===== config.mk =====
export PLATFORM = sky130hd
export DESIGN_NAME = vx_alu_pe_arbiter
export DESIGN_NICKNAME = d
export VERILOG_FILES = /design/src/rtl/vx_alu_pe_arbiter.sv
export SDC_FILE = /design/constraint.sdc
export NUM_CORES = 1
export LEC_CHECK = 0
export BUFFER_PORTS_ARGS = -buffer_cell sky130_fd_sc_hd__buf_2
export CAP_MARGIN = 20
export CORE_AREA = 2 2 157 159
export DETAILED_ROUTE_END_ITERATION = 10
export DIE_AREA = 0 0 159 161
export GPL_TIMING_DRIVEN = 0
export PLACE_DENSITY_LB_ADDON = 0.2
export RECOVER_POWER = 100
export SYNTH_ARGS = -nofsm -noshare
export SYNTH_HDL_FRONTEND = slang
export SYNTH_SLANG_ARGS = --single-unit
export TNS_END_PERCENT = 1

===== constraint.sdc =====
create_clock -name clk -period 4.8 [get_ports clk]
set_input_delay 0.24 -clock clk [delete_from_list [all_inputs] [get_ports clk]]
set_output_delay 0.24 -clock clk [all_outputs]
set_load 0.01 [all_outputs]

===== src/rtl/vx_alu_pe_arbiter.sv =====
// Shares one in-order PE among NUM_REQS ALU blocks: round-robin grant, credit limit, tag FIFO for response routing.
// Latency: requests and responses pass through combinationally (0 cycles); state updates on the rising edge.
// Backpressure: req_ready follows pe_req_ready for the granted block only; pe_rsp_ready follows rsp_ready of the head tag.
module vx_alu_pe_arbiter #(
    parameter int NUM_REQS     = 4,
    parameter int DATAW        = 64,
    parameter int RSPW         = 32,
    parameter int MAX_INFLIGHT = 4
) (
    input  logic                                  clk,
    input  logic                                  reset,
    input  logic [NUM_REQS-1:0]                   req_valid,
    input  logic [NUM_REQS*DATAW-1:0]             req_data,
    output logic [NUM_REQS-1:0]                   req_ready,
    output logic [NUM_REQS-1:0]                   rsp_valid,
    output logic [RSPW-1:0]                       rsp_data,
    input  logic [NUM_REQS-1:0]                   rsp_ready,
    output logic                                  pe_req_valid,
    output logic [DATAW-1:0]                      pe_req_data,
    input  logic                                  pe_req_ready,
    input  logic                                  pe_rsp_valid,
    input  logic [RSPW-1:0]                       pe_rsp_data,
    output logic                                  pe_rsp_ready,
    output logic [$clog2(MAX_INFLIGHT+1)-1:0]     inflight,
    output logic                                  busy
);
    localparam int IDXW = (NUM_REQS > 1) ? $clog2(NUM_REQS) : 1;
    localparam int SUMW = IDXW + 1;
    localparam int PTRW = (MAX_INFLIGHT > 1) ? $clog2(MAX_INFLIGHT) : 1;
    localparam int CNTW = $clog2(MAX_INFLIGHT + 1);

    logic [IDXW-1:0]     rr_ptr;
    logic [NUM_REQS-1:0] grant;
    logic [IDXW-1:0]     grant_idx;
    logic [SUMW-1:0]     sum;
    logic                found;
    logic                can_issue;
    logic                nonempty;
    logic                push;
    logic                pop;
    logic [IDXW-1:0]     head;
    logic [PTRW-1:0]     wr_ptr;
    logic [PTRW-1:0]     rd_ptr;
    logic [IDXW-1:0]     tag_mem [MAX_INFLIGHT];

    // Credits come from the registered count only, so a same-cycle pop never frees a slot.
    assign can_issue = !reset && (inflight < CNTW'(MAX_INFLIGHT));
    assign nonempty  = !reset && (inflight != '0);

    always_comb begin
        grant     = '0;
        grant_idx = '0;
        found     = 1'b0;
        sum       = '0;
        for (int k = 0; k < NUM_REQS; k++) begin
            sum = {1'b0, rr_ptr} + SUMW'(k);
            if (sum >= SUMW'(NUM_REQS)) begin
                sum = sum - SUMW'(NUM_REQS);
            end
            if (can_issue && !found && req_valid[sum[IDXW-1:0]]) begin
                found                 = 1'b1;
                grant_idx             = sum[IDXW-1:0];
                grant[sum[IDXW-1:0]]  = 1'b1;
            end
        end
    end

    always_comb begin
        pe_req_data = '0;
        for (int i = 0; i < NUM_REQS; i++) begin
            if (grant[i]) begin
                pe_req_data = req_data[i*DATAW +: DATAW];
            end
        end
    end

    assign pe_req_valid = |grant;
    assign req_ready    = grant & {NUM_REQS{pe_req_ready}};

    assign head = tag_mem[rd_ptr];

    always_comb begin
        rsp_valid       = '0;
        rsp_valid[head] = pe_rsp_valid & nonempty;
    end

    assign rsp_data     = pe_rsp_data;
    assign pe_rsp_ready = nonempty & rsp_ready[head];

    assign push = pe_req_valid & pe_req_ready;
    assign pop  = pe_rsp_valid & pe_rsp_ready;
    assign busy = (inflight != '0);

    function automatic logic [PTRW-1:0] ptr_next(input logic [PTRW-1:0] p);
        return (p == PTRW'(MAX_INFLIGHT - 1)) ? '0 : p + 1'b1;
    endfunction

    always_ff @(posedge clk or posedge reset) begin
        if (reset) begin
            rr_ptr   <= '0;
            inflight <= '0;
            wr_ptr   <= '0;
            rd_ptr   <= '0;
        end else begin
            if (push) begin
                wr_ptr <= ptr_next(wr_ptr);
                rr_ptr <= (grant_idx == IDXW'(NUM_REQS - 1)) ? '0 : grant_idx + 1'b1;
            end
            if (pop) begin
                rd_ptr <= ptr_next(rd_ptr);
            end
            if (push && !pop) begin
                inflight <= inflight + 1'b1;
            end else if (pop && !push) begin
                inflight <= inflight - 1'b1;
            end
        end
    end

    // Tag storage needs no reset: entries are only read while the count says they are valid.
    always_ff @(posedge clk) begin
        if (push) begin
            tag_mem[wr_ptr] <= grant_idx;
        end
    end

    a_rsp_when_empty: assert property (@(posedge clk) disable iff (reset)
        !(pe_rsp_valid && inflight == '0));

    a_req_stable: assert property (@(posedge clk) disable iff (reset)
        (pe_req_valid && !pe_req_ready) |=> (pe_req_valid && $stable(pe_req_data)));

endmodule


# Word-level counts from Yosys, hierarchy flattened
# Memories as Yosys holds them, arrays and structs flattened.
# Cells that the tools add are included.
[op_classes] addsub=12 magnitude_cmp=15 n_eq_ne=3 mux=46 n_bitwise=9 n_reduce_logical=25
[ops] operator="64-bit two-way mux" count=4
[ops] operator="2-bit two-way mux" count=11
[ops] operator="1-bit logical AND" count=16
[ops] operator="4-bit two-way mux" count=4
[ops] operator="2-bit by 3-bit < comparator with 1-bit output (second input constant)" count=5
[ops] operator="1-bit two-way mux" count=15
[ops] operator="4-bit bitwise OR" count=3
[ops] operator="1-bit binary-select mux with 2-bit select" count=5
[ops] operator="1-bit demux with 2-bit select" count=5
[ops] operator="2-bit by 1-bit greater-or-equal comparator with 1-bit output (second input constant)" count=5
[ops] operator="3-bit greater-or-equal comparator (second input constant)" count=3
[ops] operator="4-bit AND" count=2
[ops] operator="2-bit by 1-bit subtractor with 2-bit output (second input constant)" count=4
[ops] operator="2-bit by 1-bit adder with 2-bit output (second input constant)" count=3
[ops] operator="2-bit by 2-bit adder with 3-bit output (second input constant)" count=2
[ops] operator="2-bit == test (second input constant)" count=3
[ops] operator="1-bit zero test" count=6
[ops] operator="3-bit two-way mux" count=2
[ops] operator="1-bit AND" count=4
[ops] operator="4-bit OR reduction" count=1
[ops] operator="2-bit by 1-bit adder with 3-bit output (second input constant)" count=1
[ops] operator="3-bit by 1-bit adder with 3-bit output (second input constant)" count=1
[ops] operator="2-bit by 3-bit greater-or-equal comparator with 1-bit output (second input constant)" count=1
[ops] operator="3-bit < comparator (second input constant)" count=1
[ops] operator="3 further kinds" count=3
[totals] register_bits=9 ram_bits=8 in_bits=300 n_memories=1
[mem_list] name="tag_mem" depth=4 width=2 read_ports=1 rd_clocked_by_memory_dff=0 write_ports=1 line_no="44" text="logic [IDXW-1:0] tag_mem [MAX_INFLIGHT];"

# Logic depth before layout (Yosys ltp)
# Gate-level depths: netlist (run 1).
[logic_depth] ltp_word=24 ltp_mapped=16

# Worst setup path before layout (run 1)
# No wires, ideal clock.
[synth_path] path_type="reg-to-reg" startpoint="register with a tool-made name" endpoint="register inflight[1]" setup_time_ps=125 t_arrival_ps=3666 t_required_ps=4675 slack_ps=1009 stages_incl_launch_ff=15 n_path_buf=3 path_cell_list="dfrtp_1 -> buf_2 -> buf_2 -> inv_1 -> ha_1 -> mux4_2 -> nor2b_1 -> a22o_1 -> a221oi_2 -> a41oi_1 -> clkbuf_1 -> ha_1 -> inv_1 -> fa_1 -> mux2_2"
[synth_rtl] item="to (signal assigned)" line_no="113" text="inflight <= inflight + 1'b1;"
[synth_rtl] item="to (signal assigned)" line_no="115" text="inflight <= inflight - 1'b1;"
[synth_rtl] item="to (decl)" line_no="24" text="output logic [$clog2(MAX_INFLIGHT+1)-1:0] inflight,"

==> results.txt, run 1 <==
* Number of endpoints with negative hold slack in the final report: 0
* Power per standard cell area: 576 nW/µm²
* Routability congestion estimate from global placement: 0.853
* Core region area: 24000 µm²
- Flip-flop and latch count after synthesis: 17
- The detailed router placed 5276 vias in this run.
- MaxCap Viol Count: 0
- After synthesis the cells add up to 3310 µm².
- Detailed-route DRC error count: 0
* Final Hold Slack: 0.0301 ns
* Layout Area Growth over Synthesis: 71.8%
- Fraction of layout cells with a size suffix above 1: 48.7%
- The initial antenna violation count is 5.
- The number of nets in the synthesized netlist is 788.
- Yosys mapped the design onto 50 distinct sky130hd cell types.
- The routed design has 22100 µm of wire.
* DIE WIDTH: 159 µm
* Layout fillers: 2774
- After global routing the overflow that remains totals 0.
* Met2 Use GR: 26.3%
- Global-route wire length before repair: 31800 µm
- Reg clk slew, reported paths: 0.05 ns
- Placed instance area: 5590 µm²
* Total number of clock tree sinks: 17
* Worst hold path type: primary input to async pin
- TritonCTS built the clock tree.
* Deepest level of the CTS H-tree: 1
* Count of hold-fix buffers inserted at cts: 0
* Via density: 4.46
- Setup violations remaining at the end of the flow were counted as 0.
* Cell chosen for the clock root: clkbuf_16
* Worst endpoint data arrival time: 4.23 ns
- Maximum number of pins on one net before global-route repair: 12
* Met3 usage in global routing: 2.72%
* Fraction of the cycle the final worst path needs: 93.0%
- Once the floorplan was initialized, standard cells occupied 13.8% of the core.
- a221oi_1 takes more of the synthesized area than any other cell.
- GRT Total Usage: 15.9%
- Sequential cell area fraction in the yosys report: 14.1%
- The number of global-route vias before repair was 5110.
* Post-layout nets: 1170
* Total number of placement rows: 57
- TritonCTS created 3 clock buffers.
- After layout, the minimum clock period comes to 4.47 ns.
* Number of enable-type register cells in the synthesized netlist: 8
- Layer with the highest usage after global routing: met2
- Category of the most critical setup path: flop to primary output
* Run status: completed
- Pleak: 2.70 nW
* Share of Yosys cell area claimed by the top area cell type: 17.5%
- Once layout is done, the placed cells without fillers occupy 5690 µm².
- Fmax: 224 MHz
- The first routing iteration left 427 violations.
* Final max-slew violation count: 0
- DIE HEIGHT: 161 µm
- Highest net fanout along the worst path: 10
* Routed wirelength normalized by instance count: 18.7 µm
* Boundary Pins: 410
- The longest clock path from root to sink contains 2 buffers.
* Required time worst endpoint: 4.56 ns
- The worst-case IR drop observed on VDD is 0.192 mV.
* Number of optimization iterations in the first detailed-route pass: 5
- Synth warn: 0
* Synthesized netlist cell count: 474
- At the later pin of the worst-skew pair, clock insertion delay measures 0.24 ns.
* Count of buffers inserted at the top-level ports: 375
- Global routing used 22.0% of the available met1 tracks.
- Once detail routing completed, the nets flagged for antenna violations numbered 0.
- Mean instance size in the synthesized netlist: 6.98 µm²
- The floorplan step defined a die boundary enclosing 25600 µm².
- Max Clock Skew: 0.00141 ns
- Synth top area cells: a221oi_1 (17%), o21ai_0 (11%), o21ai_1 (9.1%)
* Crit end category: primary output
- Tightest Pin Transition: 0.602 ns
- Nature of the critical path startpoint: flop
* Async S/R FF share, synth: 52.9%
- Setup repair after global routing missed its margin: true
- Main flop type after synthesis: dfrtp_1
* Relative max-transition margin: 59.9%
* DP Wirelength: 18300 µm
## routing by layer
metal / part of all wire, % / up-vias
met4: 1.4 / 2
met1: 43 / 2434
met2: 47 / 275
met5: 0.050 / -
li1: - / 2545
met3: 8.2 / 20
## final timing paths
kind,cells past startpoint,startpoint,endpoint,slack [ns]
worst min-delay path,2,reset,inflight[1],0.03
min in group clk,1,inflight[0],inflight[0],0.55
worst max register to register,14,flop,inflight[1],0.34
max in group asynchronous,2,reset,async pin,4.47
worst min register to register,1,inflight[0],inflight[0],0.55
worst max-delay path,12,flop,pe_req_data[43],0.33
## cell type report
type | count | area, µm² | share of cell area, %
clock buffer | 3 | 75.1 | 1.32
buffer | 80 | 449 | 7.90
inverter | 10 | 37.5 | 0.660
timing repair buffer | 377 | 1850 | 32.5
sequential | 17 | 465 | 8.18
clock inverter | 1 | 5.00 | 0.0880
tap | 324 | 405 | 7.13
antenna | 3 | 7.51 | 0.132
multi-input combinational | 367 | 2390 | 42.1
## power breakdown
part / total, W / internal (W) / switching, W
Clock: 0.000163 / 0.000111 / 0.0000516
Combinational: 0.00285 / 0.00111 / 0.00173
Sequential: 0.000265 / 0.000210 / 0.0000550
## worst max-delay path, stage by stage, from the launching register on
cell and delay (ns):
dfrtp_1 0.42, buf_2 0.22, buf_2 0.25, inv_1 0.16, ha_1 0.45, mux4_2 0.44
nor4b_1 0.49, a211o_1 0.22, buf_2 0.31, clkbuf_1 0.43, a221oi_1 0.10, o21ai_1 0.29
buf_2 0.19
## synth_stat cells (2+ instances only)
cell      instances
buf_2            13
nand2_1          72
o311a_1           2
and3_1            2
clkbuf_1         34
nor2_1           13
a22o_1            2
o21ai_1          60
xor2_1            2
mux4_2            5
a221oi_1         66
o31ai_1           2
a211oi_1          2
ha_1             13
nand2b_1          2
and2_1            6
nor2b_1           3
o211ai_1          2
inv_1            10
dfrtp_1           9
mux2_2            3
or3_1             2
buf_4            32
a21o_1            2
nor3b_1           2
a21oi_1           6
nor4b_1           3
edfxtp_1          8
o21ai_0          72
xnor2_1           3
nor3_1            2
## sequential cells by signal, summed over array words and instances, names as in the netlist, named ones only
signal / flops
tag_mem: 8
inflight: 3
rd_ptr: 2
wr_ptr: 2
rr_ptr: 1
## what timing repair did
item	CTS	global route
setup buffers	0	2
resized for setup	0	22
endpoints found under the setup margin	0	62
## kinds of logic (layout without fill, tap and decap cells)
logic type                 Yosys count  in the layout  share of synthesized area, %
DFF                                 17             17                          14.1
muxes                                9              9                          4.72
other                                0              3                             0
buffers and inverters               90            471                          14.4
and+or+nand+nor                    113            113                          15.7
adders and majority gates           14             14                          5.52
AOI/OAI and AO/OA                  226            226                          44.3
xor gates and xnor gates             5              5                          1.32
## per-stage QoR
step | power, W | setup WS, ns | utilization, % | cells | TNS, ns
after floorplan | 0.00205 | 1.01 | - | 474 | 0
after global placement | 0.00311 | 0.145 | 23.3 | 1173 | 0
after detailed placement | 0.00309 | 0.155 | 23.3 | 1173 | 0
after CTS | 0.00327 | 0.0408 | 23.7 | 1177 | 0
after global routing | 0.00362 | -0.00393 | 23.7 | 1180 | -0.00393
final | 0.00327 | 0.335 | 23.7 | 1182 | 0
## cells in the final DEF, fill, tap and decap left out, types with 3 or more instances in the layout
cell       Yosys  routed
ha_1          13      13
nor4b_1        3       3
mux4_2         5       5
a21oi_1        6       6
o21ai_0       72      72
a221oi_1      66      66
buf_2         13     353
clkbuf_16      0       3
mux2_2         3       3
edfxtp_1       8       8
inv_1         10      10
nor2_1        13      13
diode_2        0       3
nand2_1       72      71
clkbuf_2       1      10
buf_4         32      34
xnor2_1        3       3
and2_1         6       6
dfrtp_1        9       9
clkbuf_1      34      60
nor2b_1        3       3
o21ai_1       60      60
(Power assumes the default switching activity.)
==> run 2, diff against run 1 <==
- CORE_AREA: 2 2 157 159 -> 3 3 158 160
- DIE_AREA: 0 0 159 161 -> 0 0 161 163
- HOLD_SLACK_MARGIN: unset -> 0.05
==> run 2 against run 1 <==
Effect of this change: via count down 2.3%; hold slack better by 0.50 ns; final cell count fell by 0.76%; maximum frequency fell by 0.14%; worst setup slack worse by 0.0063 ns; register-to-register slack better by 0.07 ns; first-iteration DRC count down 32%; critical path depth stayed put; sequential share of layout area up 0.051 points; utilization up 0.28 points; die area up 2.5%; wire length down 6.0%.
==> results.txt, run 2 (synthesis gave the netlist of run 1 again) <==
- Total number of placement rows: 56
- Once placement finished, the instance area stood at 5590 µm².
- Number of endpoints with negative hold slack in the final report: 0
* Worst path setup slack after routing: 0.328 ns
- In this run, flip-flops and latches consume 8.1% of the power.
- Global-route wire length before repair: 29700 µm
- For this run, the total global-route usage over all layers was measured as 14.1%.
- Entering global routing, the biggest net connects 12 pins.
* Fraction of the cycle the final worst path needs: 93.2%
- TritonCTS built the clock tree.
- Clock tree synthesis inserted a total of 3 buffers.
- Static timing analysis puts the maximum clock frequency at 224 MHz.
* Setup repair after global routing missed its margin: true
* Most common library cell in the layout ignoring fill and taps: buf_2
* Number of global-route vias before repair: 4991
- Die ar.: 26200 µm²
* Final instance area: 5650 µm²
- DIE HEIGHT: 163 µm
- Delay of the slowest cell on the worst path: 0.44 ns
* Final max-slew violation count: 0
- Relative max-transition margin: 56.6%
- Deepest level of the CTS H-tree: 1
* Number of optimization iterations in the first detailed-route pass: 4
* Clock network power share: 5.0%
- The floorplan step defined a core boundary enclosing 23500 µm².
* Layout Area Growth over Synthesis: 70.7%
* Highest-count cells in the layout ignoring fill and taps: buf_2 (353), o21ai_0 (72), nand2_1 (71)
- The analysis attributes to cell leakage a power of 2.67 nW.
* Required time worst endpoint: 4.56 ns
* Count of buffers inserted at the top-level ports: 375
* Grt total ovfl: 0
- The routed design has 20700 µm of wire.
- DP Wirelength: 17200 µm
- Boundary Pins: 410
- Number of flip-flops under the largest register name: 8
- The worst hold path belongs to the class primary input to flop.
* IR drop worst, VDD: 0.155 mV
- Routability congestion estimate from global placement: 0.868
- Cells with a size suffix above 1 make up 47.3% of the layout.
- The detail route stage leaves a number of antenna-violating nets equal to 0.
* Top Registers: tag_mem: 8 flops, inflight: 3 flops
- Along the worst path, the maximum fanout reaches 10.
* Cells along the critical path: buf_2 -> buf_2 -> inv_1 -> ha_1 -> mux4_2 -> o41ai_1 -> a221o_1 -> buf_2 -> clkbuf_1 -> a221oi_1 -> o21ai_1 -> buf_2
- In the routed design, unresolved DRC markers number 0.
* Register ranked first by flip-flop count: tag_mem
- The final layout contains 1169 nets.
- The detailed router finished its first iteration with 290 violations.
* Tightest Pin Transition: 0.651 ns
- Internal power comes to 0.00142 W.
* DIE WIDTH: 161 µm
* Clock Latency Late Sink: 0.24 ns
* Cell repeated most along the worst path: buf_2
- Per report_power, the combinational group accounts for 86.8% of the total.
* Switching component of the power: 0.00183 W
* MaxCap Viol Count: 0
- The clock passes through at most 2 buffers.
- Category of the most critical setup path: flop to primary output
* Switching share of power: 56.3%
- The worst path needs 4.47 ns of the cycle, external delays included.
- Starting Density: 14.1%
- The cell sitting at the root of the clock tree is a clkbuf_16.
- In this run the power density over the cells is 574 nW/µm².
- The worst setup path is captured at a primary output.
* Worst endpoint data arrival time: 4.23 ns
- Run status: completed
- Nature of the critical path startpoint: flop
* Max Clock Skew: 0.00213 ns
- Setup-failing EPs final: 0
* Via density: 4.39
- On the critical path, the stage with the largest delay is an instance of ha_1.
* Worst setup slack before clock tree synthesis: 0.225 ns
- Number of antenna violations at the first check in global routing: 0
- The number of antenna diodes in the final layout is 0.
- For this block, the via count after detailed routing is 5155.
- Reg clk slew, reported paths: 0.05 ns
- Total number of clock tree sinks: 17
- Routed wirelength normalized by instance count: 17.7 µm
==> run 2: cell types whose count changed in the layout (fill, tap and decap cells not counted), sizes merged <==
cell         previous run  this run
diode                   3         0
dlygate4sd3             0         1
clkbuf                 73        74
buf                   387       385
clkinv                  1         0
==> run 2: routing by layer <==
metal  GRT usage [%]  vias up  wire, µm
met5               0        -         0
met4            1.99        0       207
met3            2.11       12      1410
met2            25.1      233     10500
met1            18.6     2371      8650
li1                -     2539         -
==> run 2: cell type report <==
type	instances	area, µm²
flip-flops and latches	17	465
repair buffers	376	1840
fillers	2714	17900
well taps	319	399
multi-input cells	367	2390
inverters	10	37.5
clock buffers	4	78.8
plain buffers	80	439
==> run 2: path summary, 6_finish.rpt <==
| path | startpoint | end | slack, ns | depth (start not counted) |
|---|---|---|---|---|
| min reg2reg | inflight[0] | inflight[0] | 0.55 | 1 |
| min in group asynchronous | reset | wr_ptr[1] | 0.57 | 3 |
| max reg2reg | flop | inflight[1] | 0.41 | 14 |
| max in group asynchronous | reset | inflight[2] | 3.93 | 3 |
| max | flop | pe_req_data[44] | 0.33 | 12 |
| min | pe_req_ready | flop | 0.53 | 5 |
==> run 2: worst max-delay path, delay by kind of cell (launching register included) <==
| kind | cells | cell delay [ns] |
|---|---|---|
| AO/OA/AOI/OAI | 4 | 1.13 |
| buffers and inverters | 6 | 1.56 |
| multiplexers | 1 | 0.43 |
| adder cells (fa/ha/maj) | 1 | 0.44 |
| flip-flops | 1 | 0.42 |
==> run 2: stage by stage <==
step	instances	utilization [%]	hold WS [ns]	total power, W	TNS [ns]
3_5_place_dp	1168	23.7	0.292	0.00310	0
5_1_grt	1173	24.0	0.582	0.00361	-0.0271
6_report	1173	24.0	0.525	0.00324	0
4_1_cts	1173	24.1	0.532	0.00327	0
3_3_place_gp	1168	23.7	0.292	0.00312	0
2_1_floorplan	474	-	0.0780	0.00205	0
==> run 2: timing repair <==
| action | in CTS | in global routing |
|---|---|---|
| setup endpoints to repair | 0 | 52 |
| hold endpoints to repair | 9 | 0 |
| setup buffers | 0 | 0 |
| hold buffers | 1 | 0 |
| gates resized for setup | 0 | 5 |
==> run 2: power groups by stage <==
stage               Clock [W]  Sequential, W  Combinational (W)
finish               0.000164       0.000264            0.00282
global route         0.000174       0.000276            0.00316
CTS                  0.000167       0.000265            0.00284
detailed placement          0       0.000268            0.00283
global placement            0       0.000268            0.00286
floorplan                   0       0.000259            0.00179
